### src/rtl/uart_rx_oversample.sv
// rtl/uart_rx_oversample.sv - oversampling UART receiver with majority-vote bit decisions
//
// Ports:
//   clk        system clock
//   syncReset  synchronous reset, active high
//   en         sample tick at OVERSAMPLE x baud (pulse or held high)
//   rx         asynchronous serial input, idle high
//   data       last received word (held until the next done)
//   done       one-cycle strobe; data and err valid this cycle
//   err        framing or parity error of the frame flagged by done
//   busy       receiver is in any state other than IDLE
module uart_rx_oversample #(
  parameter int DATA_BITS  = 8,
  parameter int OVERSAMPLE = 16,
  parameter int PARITY_EN  = 0,
  parameter int PARITY_ODD = 0
) (
  input  logic                 clk,
  input  logic                 syncReset,
  input  logic                 en,
  input  logic                 rx,
  output logic [DATA_BITS-1:0] data,
  output logic                 done,
  output logic                 err,
  output logic                 busy
);

  localparam int TW = $clog2(OVERSAMPLE);
  localparam int M  = OVERSAMPLE / 2;

  localparam logic [TW-1:0] T_S0   = TW'(M - 1);
  localparam logic [TW-1:0] T_S1   = TW'(M);
  localparam logic [TW-1:0] T_DEC  = TW'(M + 1);
  localparam logic [TW-1:0] T_LAST = TW'(OVERSAMPLE - 1);
  localparam logic [TW-1:0] T_ONE  = TW'(1);

  localparam logic [2:0] IDLE   = 3'd0;
  localparam logic [2:0] START  = 3'd1;
  localparam logic [2:0] DATA   = 3'd2;
  localparam logic [2:0] PARITY = 3'd3;
  localparam logic [2:0] STOP   = 3'd4;
  localparam logic [2:0] BREAK  = 3'd5;

  logic                 rx_meta_q, rx_s_q;
  logic [2:0]           state_q, state_d;
  logic [TW-1:0]        tick_q, tick_d;
  logic [3:0]           bit_q, bit_d;
  logic [DATA_BITS-1:0] shift_q, shift_d;
  logic                 s0_q, s0_d, s1_q, s1_d;
  logic                 par_err_q, par_err_d;
  logic [DATA_BITS-1:0] data_q, data_d;
  logic                 done_q, done_d;
  logic                 err_q, err_d;

  logic vote, decide, last, exp_par;

  // Third sample is the live synchronized value at the decision tick.
  assign vote    = (s0_q & s1_q) | (s0_q & rx_s_q) | (s1_q & rx_s_q);
  assign decide  = (tick_q == T_DEC);
  assign last    = (tick_q == T_LAST);
  assign exp_par = (^shift_q) ^ (PARITY_ODD != 0);

  always_comb begin
    state_d   = state_q;
    tick_d    = tick_q;
    bit_d     = bit_q;
    shift_d   = shift_q;
    s0_d      = s0_q;
    s1_d      = s1_q;
    par_err_d = par_err_q;
    data_d    = data_q;
    err_d     = err_q;
    done_d    = 1'b0;

    if (en) begin
      if (state_q != IDLE && state_q != BREAK) begin
        if (tick_q == T_S0) s0_d = rx_s_q;
        if (tick_q == T_S1) s1_d = rx_s_q;
        tick_d = last ? '0 : tick_q + T_ONE;
      end

      case (state_q)
        IDLE: begin
          if (!rx_s_q) begin
            // The tick that sees the falling edge is tick 0 of the start bit,
            // so counting resumes at 1 on the next tick.
            state_d   = START;
            tick_d    = T_ONE;
            par_err_d = 1'b0;
          end
        end
        START: begin
          if (decide && vote) begin
            state_d = IDLE;
            tick_d  = '0;
          end else if (last) begin
            state_d = DATA;
            bit_d   = '0;
          end
        end
        DATA: begin
          if (decide) shift_d = {vote, shift_q[DATA_BITS-1:1]};
          if (last) begin
            if (bit_q == 4'(DATA_BITS - 1)) begin
              state_d = (PARITY_EN != 0) ? PARITY : STOP;
            end else begin
              bit_d = bit_q + 4'd1;
            end
          end
        end
        PARITY: begin
          if (decide) par_err_d = vote ^ exp_par;
          if (last) state_d = STOP;
        end
        STOP: begin
          // Finish at the stop-bit centre so the next start edge is not missed.
          if (decide) begin
            data_d  = shift_q;
            done_d  = 1'b1;
            err_d   = ~vote | par_err_q;
            state_d = vote ? IDLE : BREAK;
            tick_d  = '0;
          end
        end
        BREAK: begin
          // A held-low line must return high before another frame is accepted.
          if (rx_s_q) state_d = IDLE;
        end
        default: begin
          state_d = IDLE;
          tick_d  = '0;
        end
      endcase
    end
  end

  always_ff @(posedge clk) begin
    if (syncReset) begin
      rx_meta_q <= 1'b1;
      rx_s_q    <= 1'b1;
      state_q   <= IDLE;
      tick_q    <= '0;
      bit_q     <= '0;
      shift_q   <= '0;
      s0_q      <= 1'b0;
      s1_q      <= 1'b0;
      par_err_q <= 1'b0;
      data_q    <= '0;
      done_q    <= 1'b0;
      err_q     <= 1'b0;
    end else begin
      rx_meta_q <= rx;
      rx_s_q    <= rx_meta_q;
      state_q   <= state_d;
      tick_q    <= tick_d;
      bit_q     <= bit_d;
      shift_q   <= shift_d;
      s0_q      <= s0_d;
      s1_q      <= s1_d;
      par_err_q <= par_err_d;
      data_q    <= data_d;
      done_q    <= done_d;
      err_q     <= err_d;
    end
  end

  assign data = data_q;
  assign done = done_q;
  assign err  = err_q;
  assign busy = (state_q != IDLE);

endmodule

### config.mk
export PLATFORM = sky130hd
export DESIGN_NAME = uart_rx_oversample
export DESIGN_NICKNAME = d
export VERILOG_FILES = /design/src/rtl/uart_rx_oversample.sv
export SDC_FILE = /design/constraint.sdc
export NUM_CORES = 1
export LEC_CHECK = 0
export CAP_MARGIN = 20
export CORE_UTILIZATION = 30
export CTS_CLUSTER_SIZE = 28
export DETAILED_ROUTE_END_ITERATION = 8
export PLACE_DENSITY = 0.52
export REMOVE_ABC_BUFFERS = 1
export SLEW_MARGIN = 40
export SYNTH_ARGS = -nofsm -noshare
export SYNTH_HDL_FRONTEND = slang
export SYNTH_SLANG_ARGS = --single-unit
### constraint.sdc
create_clock -name clk -period 2.2 [get_ports clk]
set_input_delay 0.44 -clock clk [delete_from_list [all_inputs] [get_ports clk]]
set_output_delay 0.44 -clock clk [all_outputs]
set_load 0.02 [all_outputs]
# Yosys cells after proc, flatten, opt, wreduce, memory -nomap -nowiden
# Index checks and enable logic that the tools add are counted.
# Widths: inputs -> output; s select.
[word_totals] register_bits=34 out_inout_bits=11 wordCells=87 inputBits=4
[classes] n_bitwise=10 n_mux=25 n_reduce_logical=16 n_eq_ne=22 add_sub_neg=2
[ops] cell="$mux 4" n=9
[ops] cell="$mux 3" n=9
[ops] cell="$ne 2x2->1 const B" n=10
[ops] cell="$pmux 3 s6" n=1
[ops] cell="$pmux 4 s4" n=1
[ops] cell="$eq 4x4->1 const B" n=3
[ops] cell="$reduce_and 3->1" n=4
[ops] cell="$add 4x1->4 const B" n=2
[ops] cell="$eq 4x3->1 const B" n=2
[ops] cell="$pmux 4 s2" n=1
[ops] cell="$reduce_and 8->1" n=1
[ops] cell="$reduce_xor 8->1" n=1
[ops] cell="$eq 3x2->1 const B" n=2
[ops] cell="$eq 3x3->1 const B" n=2
[ops] cell="$ne 3x3->1 const B" n=2
[ops] cell="$reduce_and 6->1" n=1
[ops] cell="$reduce_or 3->1" n=2
[ops] cell="$reduce_and 4->1" n=1
[ops] cell="$reduce_bool 2->1" n=2
[ops] cell="$and 1x1->1" n=3
[ops] cell="$eq 3x1->1 const B" n=1
[ops] cell="$logic_not 3->1" n=1
[ops] cell="$mux 1" n=3
[ops] cell="$not 1->1" n=3
[ops] cell="5 further kinds" n=8

# Longest topological paths before layout
[logic_depth] depth_word=6 mapped_depth=8 mapped_depth_nobuf=7

# Least setup slack after synthesis
# No wires, ideal clock.
[synth_timing] kind="reg2reg" from="reg tick_q[0]" to="reg state_q[2]" setup_time_ps=87 slack_ps=436 n_path_buf=0 required_ps=2113 period_less_slack_ps=1764 path_stages_with_launch=7 t_arrival_ps=1677 path_cell_list="dfxtp_1 > ha_1 > nand3_1 > o21ai_0 > o2111ai_1 > or4_1 > o31ai_1"
[synth_via] elab_chain_len=4 elab_cells_between_ends=10 classes_between="eq/ne: 6; mux: 2; reduce/logical: 2"
[synth_rtl] item="from (decl)" line="46" source="logic [TW-1:0] tick_q, tick_d;"
[synth_rtl] item="from (signal assigned)" line="155" source="tick_q <= tick_d;"
[synth_rtl] item="$eq 4x4->1" line="59" source="assign decide = (tick_q == T_DEC);"
[synth_rtl] item="$logic_and 1x1->1" line="93" source="if (decide && vote) begin"
[synth_rtl] item="$ne 3x3->1 (no line) / $mux 3 (equally long branches)"
[synth_rtl] item="$reduce_and 8->1 (no line) / $pmux 3 s6 (equally long branches)"
[synth_rtl] item="to (signal assigned)" line="154" source="state_q <= state_d;"
[synth_rtl] item="to (decl)" line="45" source="logic [2:0] state_q, state_d;"
# Parallel ways exist; a longest one is shown, timed or not.
# A chain may end at the register's enable or synchronous reset.

# Worst setup path in the final report
[layout_timing] from="reg state_q[0]" to="out busy"
[layout_via] elab_chain_len=1
[layout_rtl] item="$reduce_bool 3->1" line="170" source="assign busy = (state_q != IDLE);"
[layout_rtl] item="to (decl)" line="25" source="output logic busy"
# Every way passes these cells.

==> flow_metrics.tcl <==
set metrics [dict create \
    status "complete, no violations" \
    cts_buffer_depth 2 \
    ctsHoldBuffers 0 \
    grt_first_pass_wirelength_um 6893 \
    slew_violations 0 \
    synth_common_cells "dfxtp_1 (34), a21oi_1 (21), nor2_1 (20)" \
    powerDensity_nw_per_um2 637.1 \
    synth.distinct_cells 48 \
    syn_inst 214 \
    timing.hold.ws_ns 0.4075 \
    numCtsBuffers 5 \
    timing.fmax_mhz 485.1 \
    area_delta_synth_final_pct 24.15 \
    switching_share_pct 20.46 \
    setup.worst_path.start_class "flip-flop" \
    final_core_util_pct 39.11 \
    synth_seq_cells 34 \
    relSlewSlack_pct 74.23 \
    detail_route.first_pass.iterations 4 \
    place_congestion 0.8189 \
    portBuffers 14 \
    final_cells 310 \
    fin_setup_tns_ns 0 \
    required_ns 1.76 \
    vdd_ir_drop_max_uv 393.4 \
    gr-usage-all-layers_pct 14.24 \
    dp_hpwl_um 2909 \
    dpl_worst_slack_ns 0.2016 \
    fin_crit_ns 2.062 \
    power_frac_clock_pct 49.1 \
    avgSynthCellArea_um2 8.256 \
    rsz0062_at_grt "no" \
    wl_met2_um 1749 \
    drt_iter0_drc 69 \
    design_area_um2 2193 \
    core_um2 5608 \
    worst_slack_ns 0.1384 \
    clkSinkCount 34 \
    clk_latency_ns 0.28 \
    worstSetupEndpointType "output pin" \
    worstPathArrival_ns 1.62 \
    clock-root-buffer "clkbuf_8" \
    final_antenna_net_count 0 \
    wl_per_cell_um 13.01 \
    dominantRegCellSynth "dfxtp_1" \
    pwr-share-comb_pct 5.9 \
    synth_top_area_share_pct 38.53 \
    die-height_um 78.74 \
    drc_errors 0 \
    drive_above_1_share_pct 12.18 \
    synth_edf_count 0 \
    grt-ovfl-total 0 \
    async_flop_share_pct 0 \
    dp_cells 302 \
    critPathMaxFanout 16 \
    nets 245 \
    worst_slew_pin_slew_ns 0.3858 \
    setup_viol 0 \
    pwr-share-seq_pct 45.0 \
    fin_total_pwr_mw 1.397 \
    post-synth-top-area-cell "dfxtp_1" \
    die-width_um 78.74 \
    yosysWarnings 0 \
    wl_met3_um 134 \
    clk_pin_slew_worst_paths_ns 0.07 \
    finalCritPeriodShare_pct 93.71 \
    antenna_found_initial 0 \
    crit_type "reg -> out" \
    cellInternalPower_mw 1.112 \
    wirelength_um 4033 \
    viasPerCell 4.971 \
    vias 1541 \
    cap_violations 0 \
    die_area_um2 6200 \
    cts_tree "done" \
    drt-met1-wl_um 2104 \
    start_util_pct 31.50 \
    dpl_cell_area_um2 2054 \
    htreeDepth 2 \
    finalHoldViolCount 0 \
    p_leak_nw 0.8024 \
    grt_max_degree 17 \
    rows 27 \
    switching_power_mw 0.2859 \
    fin_skew_ns 0.007499 \
    highest-signal-layer "met4" \
    synth_area_leaders "dfxtp_1 (39%), a21oi_1 (5.9%), mux2i_1 (5.7%), nor2_1 (4.2%), xnor2_1 (3.5%)" \
    yosysMostFrequentCell "dfxtp_1" \
    grt_pass1_vias 1440 \
    hp-class "reg -> reg" \
    ios 15 \
    syn_area_um2 1767 \
    synth-seq-area-share_pct 38.53 \
    diodes 0 \
]
==> critical path, cell delays in order (launching register included) <==
cell,delay (ns)
dfxtp_2,0.41
or3_1,0.39
clkdlybuf4s50_1,0.54
==> power groups by stage <==
stage / sequential [mW] / clock, mW / combinational (mW)
6_report: 0.629 / 0.686 / 0.0824
5_1_grt: 0.630 / 0.747 / 0.0917
4_1_cts: 0.628 / 0.706 / 0.0829
3_5_place_dp: 0.643 / 0 / 0.0827
3_3_place_gp: 0.643 / 0 / 0.0830
2_1_floorplan: 0.642 / 0 / 0.0397
==> sequential cells by signal (all words and copies together), names as in the netlist, 3 cells and up <==
register / flops
data: 8
bit_q: 4
tick_q: 4
state_q: 3
shift_q: 8
==> layout make-up <==
| class | instances | area, um^2 |
|---|---|---|
| fill | 617 | 3415 |
| clock inverter | 3 | 68.82 |
| sequential | 34 | 681.9 |
| inverter | 6 | 22.52 |
| multi-input combinational | 162 | 1016 |
| tap | 72 | 90.09 |
| timing repair buffer | 28 | 245.2 |
| clock buffer | 5 | 68.82 |
==> routing by layer <==
layer  up-vias  track usage, %
met5         -               0
met4         0           5.185
met1       695           19.54
met2        29           21.65
met3         6           3.218
li1        811               -
==> logic make-up (layout without fill, tap and decap cells) <==
group / count (synthesis) / count (layout) / share of synthesized area, %
and+or+nand+nor: 83 / 83 / 25.21
buffers and inverters: 18 / 42 / 3.966
xor gates and xnor gates: 8 / 8 / 3.966
muxes: 11 / 11 / 6.303
DFF: 34 / 34 / 38.53
AOI/OAI and AO/OA: 55 / 55 / 18.56
adders and majority gates: 5 / 5 / 3.470
==> final timing paths <==
check / startpoint / endpoint / slack, ns / depth (start not counted)
hold reg to reg: rx_meta_q$_SDFF_PP1_ / rx_s_q$_SDFF_PP1_ / 0.41 / 1
hold / removal: rx_meta_q$_SDFF_PP1_ / rx_s_q$_SDFF_PP1_ / 0.41 / 1
setup reg to reg: state_q[2]$_SDFFE_PP0P_ / data[2]$_SDFFE_PP0P_ / 0.40 / 4
setup / recovery: state_q[0]$_SDFFE_PP0P_ / busy / 0.14 / 2
==> repair_timing <==
| item | 4_1_cts | 5_1_grt |
|---|---|---|
| gates resized for setup | 0 | 1 |
| endpoints found under the setup margin | 0 | 1 |
| buffers inserted | 0 | 0 |
==> placed cells by master, fill, tap and decap left out, types with 4 or more instances in the layout <==
cell type,instances
a21oi_1,21
buf_4,14
clkbuf_8,5
clkdlybuf4s50_1,14
dfxtp_1,33
ha_1,4
inv_1,4
mux2i_1,10
nand2_1,14
nand2b_1,4
nand3_1,7
nand4_1,6
nor2_1,20
nor2b_1,6
o21ai_0,4
o21ai_1,12
xnor2_1,7
Note: power is estimated with default switching activity, not from simulation.
